## src/rtl/lc3b_pipe_stage.sv

```systemverilog
// Elastic pipeline register for the LC-3b pipeline: a DEPTH-entry FIFO with
// valid/ready handshake, synchronous flush and a saturating stall counter.
module lc3b_pipe_stage #(
  parameter int unsigned WIDTH = 16,
  parameter int unsigned DEPTH = 2,
  parameter int unsigned CNT_W = 16,
  localparam int unsigned CW    = $clog2(DEPTH + 1),
  localparam int unsigned PTR_W = $clog2(DEPTH)
) (
  input  logic             clk,
  input  logic             reset,
  input  logic             flush,
  input  logic             in_valid,
  output logic             in_ready,
  input  logic [WIDTH-1:0] in_data,
  output logic             out_valid,
  input  logic             out_ready,
  output logic [WIDTH-1:0] out_data,
  output logic [CW-1:0]    count,
  output logic [CNT_W-1:0] stall_cnt
);

  logic [WIDTH-1:0] mem [DEPTH];
  logic [PTR_W-1:0] rd_ptr;
  logic [PTR_W-1:0] wr_ptr;
  logic             push;
  logic             pop;

  // Handshake depends only on registered occupancy, never on out_ready.
  assign in_ready  = (count < CW'(DEPTH)) & ~reset;
  assign out_valid = (count != '0);
  assign out_data  = mem[rd_ptr];
  assign push      = in_valid & in_ready;
  assign pop       = out_valid & out_ready;

  // Modulo-DEPTH increment so non-power-of-two depths wrap correctly.
  function automatic logic [PTR_W-1:0] ptr_inc(input logic [PTR_W-1:0] p);
    return (p == PTR_W'(DEPTH - 1)) ? '0 : p + PTR_W'(1);
  endfunction

  always_ff @(posedge clk) begin
    if (reset) begin
      rd_ptr    <= '0;
      wr_ptr    <= '0;
      count     <= '0;
      stall_cnt <= '0;
      for (int unsigned i = 0; i < DEPTH; i++) begin
        mem[i] <= '0;
      end
    end else begin
      if (in_valid && !in_ready && (stall_cnt != '1)) begin
        stall_cnt <= stall_cnt + CNT_W'(1);
      end
      if (flush) begin
        rd_ptr <= '0;
        wr_ptr <= '0;
        count  <= '0;
      end else begin
        if (push) begin
          mem[wr_ptr] <= in_data;
          wr_ptr      <= ptr_inc(wr_ptr);
        end
        if (pop) begin
          rd_ptr <= ptr_inc(rd_ptr);
        end
        if (push && !pop) begin
          count <= count + CW'(1);
        end else if (pop && !push) begin
          count <= count - CW'(1);
        end
      end
    end
  end

endmodule

```

## config.mk

```make
export PLATFORM = sky130hd
export DESIGN_NAME = lc3b_pipe_stage
export DESIGN_NICKNAME = d
export VERILOG_FILES = /design/src/rtl/lc3b_pipe_stage.sv
export SDC_FILE = /design/constraint.sdc
export NUM_CORES = 1
export LEC_CHECK = 0
export CAP_MARGIN = 30
export CELL_PAD_IN_SITES_DETAIL_PLACEMENT = 2
export CELL_PAD_IN_SITES_GLOBAL_PLACEMENT = 2
export CORE_MARGIN = 2
export CORE_UTILIZATION = 36
export CTS_CLUSTER_SIZE = 40
export DETAILED_ROUTE_END_ITERATION = 16
export DONT_BUFFER_PORTS = 1
export GPL_ROUTABILITY_DRIVEN = 0
export GPL_TIMING_DRIVEN = 0
export PLACE_DENSITY = 0.85
export SETUP_SLACK_MARGIN = 0.1
export SKIP_CTS_REPAIR_TIMING = 1
export SLEW_MARGIN = 10
export SYNTH_ARGS = -nofsm -noshare
export SYNTH_HDL_FRONTEND = slang
export SYNTH_SLANG_ARGS = --single-unit
```

## constraint.sdc

```tcl
create_clock -name clk -period 1.7 [get_ports clk]
set_input_delay 0.34 -clock clk [delete_from_list [all_inputs] [get_ports clk]]
set_output_delay 0.34 -clock clk [all_outputs]
set_load 0.02 [all_outputs]
```

After elaboration in Yosys (flattened, before gate mapping)

Memories as Yosys holds them, arrays and structs flattened. A register that Yosys moved wholly into a read port is not among the register bits.
Index checks and enable logic that the tools add are counted.
W data, S select, Z words.

Add/sub/neg operators: 5
Magnitude comparators: 1
Eq/ne operators: 1
Mux-type cells: 15
Bitwise gates (word level): 4
Reductions and logical operators: 11

Operators with widths:

| cell                    | number |
|---|---|
| $add A16 B1 Y16 const B | 1 |
| $mux W16                | 1 |
| $ne A16 B16 Y1 const B  | 1 |
| $reduce_or A16 Y1       | 1 |
| $mux W1                 | 12 |
| $logic_and A1 B1 Y1     | 4 |
| $mux W2                 | 2 |
| $reduce_bool A2 Y1      | 2 |
| $and A1 B1 Y1           | 3 |
| $logic_not A1 Y1        | 3 |
| $add A1 B1 Y1 const B   | 2 |
| $add A2 B1 Y2 const B   | 1 |
| $lt A2 B2 Y1 const B    | 1 |
| $reduce_or A2 Y1        | 1 |
| $sub A2 B1 Y2 const B   | 1 |
| $not A1 Y1              | 1 |

Register bits after elaboration: 20
Bits in writable memories: 32
Input bits: 21
Output and inout bits: 36
Word-level logic and storage cells: 42
Memories kept: 1

Memories:

| memory | words | width | read ports | clocked after Yosys merged registers in | write ports | line | RTL |
|---|---|---|---|---|---|---|---|
| mem    | 2     | 16    | 1          | 1                                       | 2           | 23   | `logic [WIDTH-1:0] mem [DEPTH];` |

Logic depth before layout (Yosys ltp)

Depth in word-level cells: 9
Mapped depth: 9
Depth with buffers taken out: 8

Worst setup path before layout

No wires, ideal clock.

Path kind: input port to flip-flop
Start: input port reset
End: memory mem[1][0] (enable)
Setup time: 0.334 ns
Data arrival time: 1.812 ns
Data required time: 1.366 ns
Setup slack: -0.446 ns
Cell stages on the path: 5
Path buffers: 1
Cell sequence: clkbuf_1 -> nor2_1 -> nand2_1 -> nor3b_1 -> or2_2

RTL lines:

| item               | line | RTL |
|---|---|---|
| start: declaration | 11   | `input logic reset,` |
| end: declaration   | 23   |  |

Worst setup path in the final report

Start: register stall_cnt[6]
End: register stall_cnt[13]

Longest elaborated chain between the ends: 2
Elaborated cells between the ends (all ways): 3
Classes of those cells: add/sub (1); eq/ne (1); reduce/logical (1)

Ends and longest elaborated chain:

| item                                                                    | line | RTL |
|---|---|---|
| start: declaration                                                      | 20   | `output logic [CNT_W-1:0] stall_cnt` |
| start signal: assignment                                                | 52   | `stall_cnt <= stall_cnt + CNT_W'(1);` |
| parallel branches: the longest is 2 deep, another holds $add A16 B1 Y16 | n/a  |  |

Parallel ways; which one is timed is not known.
A chain may end at the register's enable or synchronous reset.

==> results.yml <==
floorplan:
  dieHeight_um: 86.2
  die_area_um2: 7430
  core_um2: 6460
  io_pins: 57
  start_util_pct: 37.7
  row_count: 29
  fp.dieW_um: 86.2
setup_path:
  crit_start: "stall_cnt[6]"
  cp.arrival_ns: 2.14
  critPathTopFamily: "simple AND/OR/NAND/NOR gates"
  path_depth: 5
  slowest_stage: "or4_4"
  path_buf_inv: 1
  r2r-end: "stall_cnt[13]"
  crit_end: "stall_cnt[13]"
  r2r_slack_ns: -0.21
  critPathKind: "reg2reg"
  ff2ff_path_depth: 5
  crit_path_max_incr_delay_ns: 0.53
  cp_data_required_time_ns: 1.94
  cp_max_fo: 8
  worstSetupStartpointType: "flip-flop"
  rr_startpoint: "stall_cnt[6]"
  cp_cell_sequence: "nand2_1 -> or4_4 -> buf_6 -> or4b_4 -> a21oi_2"
  endpoint_kind: "flip-flop"
outcome:
  status: "finished with violations"
  violations: "setup timing"
timing:
  rsz0062_at_grt: "yes"
  drv_slew: 0
  slew_headroom_pct: 56.8
  max_freq_mhz: 525
  finClkSkew_ns: 0.00970
  tightest_slew_ns: 0.648
  tns_ns: -1.32
  setup_viol_count_final: 12
  fin_crit_ns: 1.91
  layout_setup_ws_ns: -0.205
  fin_crit_sh_pct: 112
  final_hold_viol_count: 0
logic_synthesis:
  yosys_warnings: 0
  synth_edf_count: 32
  syn_area_um2: 2430
  ys_ff_latch: 53
  avgSynthCellArea_um2: 11.4
  yosys_most_used_dff: "edfxtp_1"
  syn-instance-count: 213
  yosysSeqAreaShare_pct: 56.8
  syn_nets: 236
  async_flop_share_pct: 0
  ys_types: 34
clock_network:
  clock_latency_ns: 0.31
  htreeDepth: 2
  cts_made_buffers: 5
  clk_pin_slew_ns: 0.10
  cts_tree: "yes"
  cts_sinks: 53
  clockBufferDepth: 2
  cts-root-buf: "clkbuf_8"
finish:
  finalNetCount: 260
  n_antenna_cell: 0
  instances_no_fill: 315
  syn2layout_area_growth_pct: 27.7
  design_area_um2: 3110
  drive_gt1_share_pct: 43.7
  fin_util_pct: 48.1
route:
  drt_iter0_drc: 41
  dr.pass1.iters: 4
  drcViolationCount: 0
  vias: 1782
  totalWireLength_um: 6890
  vias_per_cell: 5.66
  post_drt_wl_per_cell_um: 21.9
  final_antenna_net_count: 0
power:
  max-vdd-ir-drop_v: 0.000316
  p_per_area_nw_per_um2: 832
  power.leakage_nw: 1.14
placement:
  dpl.cell_count: 290
  pre_cts_ws_ns: -0.411
  hpwl_um: 4320
  portBuffers: 0
  placed_area_um2: 2650
global_routing:
  grtUsageTotal_pct: 16.6
  grt_max_degree: 17
  grt_pass1_wl_um: 9530
  grt_pass1_vias: 1858
  gr-total-overflow: 0
  antenna_found_initial: 0
worst_hold_path:
  min-delay-start: "flush"
  hold_class: "in2reg"
run:
  cap_violations: 0
synthesized netlist by cell type, drive strengths merged (2+ instances only):
library cell,n,share of area (%)
a21oi,11,2.3
and2,32,8.2
clkbuf,9,1.4
dfxtp,21,17
edfxtp,32,39
ha,2,1.0
inv,4,0.62
mux2,20,9.3
nand2,7,1.1
nand3,6,1.2
nand4,5,1.3
nor2,10,1.5
nor2b,3,0.77
nor3,10,2.1
nor3b,2,0.62
nor4,4,1.0
o21ai,4,0.98
o31ai,6,1.9
or2,3,0.77
or3,2,0.51
or4,6,1.9
xor2,4,1.4
worst min-delay path by stage:
stage,endpoint,slack [ns],cells after the start
after floorplan,count[1],0.41,1
after global placement,count[1],0.41,1
after detailed placement,count[1],0.41,1
after CTS,count[1],0.08,1
after global routing,count[1],0.08,1
final,rd_ptr,0.09,1
logic make-up after synthesis:
kind of cell,share of synthesized area (%)
AO/OA/AOI/OAI,6.48
XOR/XNOR,1.80
adder cells (fa/ha/maj),1.03
AND/OR/NAND/NOR,22.5
flip-flops,56.8
multiplexers,9.25
buffers and inverters,2.21
where the power goes:
| group | switching (W) | total, W | internal [W] |
|---|---|---|---|
| Sequential | 0.0000365 | 0.00143 | 0.00140 |
| Combinational | 0.000138 | 0.000236 | 0.0000979 |
| Clock | 0.000437 | 0.000917 | 0.000480 |
metal layers:
metal	vias up	track usage [%]	wire [µm]
li1	835	-	-
met1	899	18.1	2760
met2	43	30.7	3670
met3	5	5.62	383
met4	0	4.69	72
met5	-	0	0
worst register-to-register path, stage by stage, from the launching register on:
cell and delay, ns:
dfxtp_4 0.43, nand2_1 0.13, or4_4 0.53, buf_6 0.15, or4b_4 0.49, a21oi_2 0.12
cell type report:
cell class | count | area, µm²
timing repair buffer | 16 | 131
clock buffer | 6 | 82.6
inverter | 4 | 15.0
buffer | 9 | 77.6
sequential | 53 | 1430
multi-input combinational | 148 | 1240
clock inverter | 2 | 37.5
fill | 646 | 3350
tap | 77 | 96.3
flip-flops by register name, summed over array words and instances, names as in the netlist, named ones only:
signal     count
mem           32
stall_cnt     16
count          2
rd_ptr         1
wr_ptr         1
cell usage in the layout, fill, tap and decap left out, types with 3 or more instances in the layout:
cell,n
edfxtp_1,32
and2_1,22
mux2_4,14
buf_4,14
and2_4,10
a21oi_1,10
dfxtp_4,10
nor2_1,9
dfxtp_2,9
nor3_1,7
mux2_2,6
o31ai_1,6
clkbuf_8,6
nand2_1,5
buf_6,5
nand4_1,5
or4_1,5
inv_1,4
or2_4,4
nand3_1,4
xor2_1,4
o21ai_0,3
nor2b_1,3
per-stage QoR:
step,power [W],hold slack (ns)
floorplan,0.00161,0.408
CTS,0.00256,0.0792
finish,0.00259,0.0895
detailed placement,0.00166,0.412
global placement,0.00164,0.410
global route,0.00267,0.0799
Note: power is estimated with default switching activity, not from simulation.
==> patch 1: new RTL, same settings <==
Reset style: asynchronous (`reset`), changed in one clocked block.
--- a/src/rtl/lc3b_pipe_stage.sv
+++ b/src/rtl/lc3b_pipe_stage.sv
@@ -38,7 +38,7 @@
     return (p == PTR_W'(DEPTH - 1)) ? '0 : p + PTR_W'(1);
   endfunction
 
-  always_ff @(posedge clk) begin
+  always_ff @(posedge clk or posedge reset) begin
     if (reset) begin
       rd_ptr    <= '0;
       wr_ptr    <= '0;
Behaviour: differs if reset is asserted again (counterexample within 4 cycles, from zero or initial values and one cycle with reset high); with reset held inactive, the same outputs for 10 cycles.
==> patch 1 against the unedited design <==
  * Hold slack improved by 0.015 ns
  * Critical path type unchanged
  * Fmax down 0.96%
  * The run still ends with negative setup slack left
  * Critical endpoint is now mem[17]
  * Sequential cell count shrank 1
  * Clock skew grew 0.0036 ns
  * Area after synthesis is 4.6% higher
  * Design area grew 2.9%
  * Worst setup slack worse by 0.018 ns
  * Wire length is 10% lower
Power is not compared: it rests on default switching activity, and its combinational part moved more than twofold at a synthesized area within 25%.
==> patch 1: results (changes against the unedited design) <==
* Ranking of synthesized cells by area: dfrtp_1 (51%), mux2_2 (13%), mux2_4 (12%), xor2_1 (3.8%), xnor2_1 (1.7%) (was edfxtp_1 (39%), dfxtp_1 (17%), mux2_2 (9.3%), and2_1 (8.2%), a21oi_1 (2.3%))
* Worst Tran Pin Value at 0.493 ns (was 0.648 ns)
* Worst-Skew Late Latency at 0.30 ns
* Via count at 1,549 (was 1,782)
* Routed wire length at 6180 um (was 6890 um)
* Dominant synthesized flop cell: dfrtp_1 (was edfxtp_1)
* Crit-path max FO at 10 (was 8)
* Gr usage total at 15.1% (was 16.6%)
* Mux share of post-synthesis cell area at 25.1% (was 9.25%)
* XOR/XNOR share of the synthesized area at 5.51% (was 1.80%)
* Layout cell share with drive strength beyond 1 at 57.2% (was 43.7%)
* First-pass GRT wire length at 8920 um (was 9530 um)
* Clock skew at 0.0133 ns (was 0.00970 ns)
* Switching fraction of total power at 34.5%
* Failing checks: negative setup slack (unchanged)
* Worst-path clk slew at 0.09 ns
* Nets at 230 (was 260)
* CP max-delay cell: dfrtp_2 (was or4_4)
* Placed cells at 279 (was 290)
* Dpl cell area at 0.00272 mm^2 (was 0.00265 mm^2)
* Final WS setup at -0.224 ns (was -0.205 ns)
* Post-synth ARST share at 100% (was 0%)
* Largest net degree at the start of global routing at 32 (was 17)
* Synthesized Nets at 204 (was 236)
* Leakage at 1.45 nW
* Sequential share of the synthesized area at 51.1% (was 56.8%)
* CP max stage delay at 0.50 ns (was 0.53 ns)
* Status: complete, but fails checks (unchanged)
* WL/cell at 20.3 um (was 21.9 um)
* Largest registers: mem: 32 flops, stall_cnt: 16 flops, count: 2 flops (unchanged)
* Vias in the first global route at 1,675 (was 1,858)
* Syn Inst Count at 182 (was 213)
* Filler cells at 663 (was 646)
* Initial DRC Count at 25 (was 41)
* Yosys warning count at 0 (unchanged)
* Synth Area in Compound Gates at 1.82% (was 6.48%)
* Antenna cells at 0 (unchanged)
* Worst min path class: in -> reg (unchanged)
* Cell-internal power at 2.43 mW
* Critical Path AT at 2.11 ns (was 2.14 ns)
* Top cells by count, synth: dfrtp_1 (52), mux2_2 (30), mux2_4 (20), xor2_1 (11), nand3_1 (8) (was and2_1 (32), edfxtp_1 (32), dfxtp_1 (21), mux2_2 (20), a21oi_1 (11))
* Critical path's top delay family: simple AND/OR/NAND/NOR gates (unchanged)
* Final setup viols at 38 (was 12)
* Post-Place Setup Slack at -0.391 ns (was -0.411 ns)
* Synth Area in Adders at 0.492% (was 1.03%)
* Setup tns final at -5.39 ns (was -1.32 ns)
* Detailed Place HPWL at 4030 um (was 4320 um)
* IR drop worst, VDD at 0.710 mV
* Synth cell types at 40 (was 34)
[patch 1: final cells by class]
type                       instances  area (um^2)  area share (%)
inverter                           3         15.0           0.470
clock inverter                     2         12.5           0.392
clock buffer                       5         68.8            2.15
sequential                        52         1320            41.3
timing repair buffer              20          226            7.09
tap                               96          120            3.76
buffer                             5         86.3            2.70
multi-input combinational        121         1350            42.1
[patch 1: worst paths after layout]
kind | slack, ns | cells after the start | startpoint | to
worst max-delay path | -0.22 | 5 | count[1] | mem[17]
worst max register to register | -0.22 | 5 | count[1] | mem[17]
min in group asynchronous | 0.58 | 3 | reset | stall_cnt[1]
max in group asynchronous | 0.93 | 3 | reset | count[1]
worst min-delay path | 0.10 | 1 | flush | count[0]
worst min register to register | 0.52 | 1 | mem[4] | mem[4]
[patch 1: routing by layer]
metal | routed length (um) | vias up | track usage [%]
met5 | 0 | - | 0
met4 | 34 | 0 | 3.31
met3 | 335 | 5 | 4.15
met2 | 3390 | 38 | 27.2
met1 | 2420 | 807 | 17.9
li1 | - | 699 | -
==> patch 2: new RTL, config.mk and constraints unchanged <==
Made on the original files. Change the parameter `CNT_W` from 16 to 32.
--- a/src/rtl/lc3b_pipe_stage.sv
+++ b/src/rtl/lc3b_pipe_stage.sv
@@ -3,7 +3,7 @@
 module lc3b_pipe_stage #(
   parameter int unsigned WIDTH = 16,
   parameter int unsigned DEPTH = 2,
-  parameter int unsigned CNT_W = 16,
+  parameter int unsigned CNT_W = 32,
   localparam int unsigned CW    = $clog2(DEPTH + 1),
   localparam int unsigned PTR_W = $clog2(DEPTH)
 ) (
Interface: changed (resized stall_cnt); port bits go from 57 to 73. The function was not compared with the original's and may differ.
==> patch 2 against the unedited design <==
  * Worst setup slack got worse by 0.11 ns
  * Wire length increased by 61%
  * Critical endpoint is now stall_cnt[8]
  * Largest power group unchanged
  * Clock skew up 0.0060 ns
  * Power is 39% higher
  * Design area grew 47%
  * Largest cell class is now multi-input gates
  * Area after synthesis grew 37%
  * The run still ends with negative setup slack left
  * First-iteration DRC count is 41% higher
  * Sequential cell count up 16
  * Combinational power up 14%
==> patch 2: results (changes against the unedited design) <==
* CP max stage delay at 0.55 ns (was 0.53 ns)
* Setup tns final at -6.90 ns (was -1.32 ns)
* R2R depth at 6 (was 5)
* Vias/cell at 5.65 (was 5.66)
* Failing checks: negative setup slack (unchanged)
* EDFF count, synth at 32 (unchanged)
* Dpl cell area at 0.00370 mm^2 (was 0.00265 mm^2)
* IR drop worst, VDD at 0.353 mV (was 0.316 mV)
* Sequential share of the synthesized area at 50.9% (was 56.8%)
* Placed cells at 417 (was 290)
* Status: complete, but fails checks (unchanged)
* WL/cell at 24.0 um (was 21.9 um)
* Worst Tran Pin Value at 0.686 ns (was 0.648 ns)
* Crit-path max FO at 4 (was 8)
* Ranking of synthesized cells by area: edfxtp_1 (29%), dfxtp_1 (22%), mux2_2 (6.4%), and2_1 (6.4%), xnor2_1 (2.9%) (was edfxtp_1 (39%), dfxtp_1 (17%), mux2_2 (9.3%), and2_1 (8.2%), a21oi_1 (2.3%))
* Critical Path AT at 2.21 ns (was 2.14 ns)
* Detailed Place HPWL at 6760 um (was 4320 um)
* Initial DRC Count at 58 (was 41)
* Gr usage total at 19.1% (was 16.6%)
* Vias in the first global route at 2,738 (was 1,858)
* Initial antenna violation count at 0 (unchanged)
* Layout cell share with drive strength beyond 1 at 47.9% (was 43.7%)
* Largest registers: mem: 32 flops, stall_cnt: 32 flops, count: 2 flops (was mem: 32 flops, stall_cnt: 16 flops, count: 2 flops)
* Via count at 2,623 (was 1,782)
* Antenna cells at 0 (unchanged)
* Nets at 371 (was 260)
* Top cells by count, synth: dfxtp_1 (37), and2_1 (34), edfxtp_1 (32), nor2_1 (21), mux2_2 (19) (was and2_1 (32), edfxtp_1 (32), dfxtp_1 (21), mux2_2 (20), a21oi_1 (11))
* # H-tree levels at 3 (was 2)
* Worst-path clk slew at 0.08 ns (was 0.10 ns)
* Final WS setup at -0.320 ns (was -0.205 ns)
* Multi-input gate area at 0.00195 mm^2 (was 0.00124 mm^2)
* Dominant synthesized flop cell: dfxtp_1 (was edfxtp_1)
* Worst-Skew Late Latency at 0.35 ns (was 0.31 ns)
* Leakage at 1.63 nW (was 1.14 nW)
* Synth cell types at 58 (was 34)
* First-pass GRT wire length at 14,900 um (was 9530 um)
* Final setup viols at 55 (was 12)
* Filler cells at 891 (was 646)
* Synthesized Nets at 329 (was 236)
* Number of detailed-route iterations in the first pass at 4 (unchanged)
* Syn Inst Count at 306 (was 213)
* Clock buffer count from CTS at 9 (was 5)
* Post-Place Setup Slack at -0.308 ns (was -0.411 ns)
* Clock skew at 0.0157 ns (was 0.00970 ns)
-- patch 2: cell types whose count changed after synthesis, sizes merged, moves of 5 or more --
cell / unedited run / this run
a21oi: 11 / 16
buf: 1 / 6
dfxtp: 21 / 37
nand2: 7 / 14
nand3: 6 / 13
nor2: 10 / 21
o21ai: 4 / 11
or3: 2 / 9
xnor2: 1 / 11
-- patch 2: kinds of logic (layout without fill, tap and decap cells) --
group	Yosys count	count (layout)	synth area share [%]
simple gates	130	130	24.5
flops	69	69	50.9
compound gates	52	52	10.8
mux	19	19	6.40
buf+inv	19	66	2.70
xor+xnor	15	15	3.93
fa+ha+maj	2	2	0.749
-- patch 2: metal layers --
| layer | up-vias | GRT usage (%) | routed length [um] |
|---|---|---|---|
| met2 | 68 | 34.9 | 6180 |
| met5 | - | 0 | 0 |
| li1 | 1209 | - | - |
| met3 | 9 | 6.41 | 637 |
| met4 | 0 | 5.80 | 113 |
| met1 | 1337 | 21.0 | 4190 |
-- patch 2: layout make-up --
cell class	instances	share of cell area (%)
Multi-Input combinational cell	218	42.8
Sequential cell	69	39.6
Timing Repair Buffer	31	6.75
Tap cell	111	3.04
Clock buffer	10	2.80
Buffer	13	2.58
Clock inverter	6	1.92
Inverter	6	0.549
-- patch 2: power breakdown --
part,total (mW),internal [mW],switching [mW],leakage [nW]
combinational,0.270,0.114,0.156,0.868
clock,1.53,0.828,0.705,0.110
sequential,1.79,1.75,0.0383,0.656
-- patch 2: path summary, 6_finish.rpt --
check                  endpoint  slack (ns)     startpoint
setup reg to reg   stall_cnt[8]       -0.32   stall_cnt[0]
hold / removal         count[1]        0.04          flush
setup / recovery   stall_cnt[8]       -0.32   stall_cnt[0]
hold reg to reg   stall_cnt[27]        0.56  stall_cnt[27]
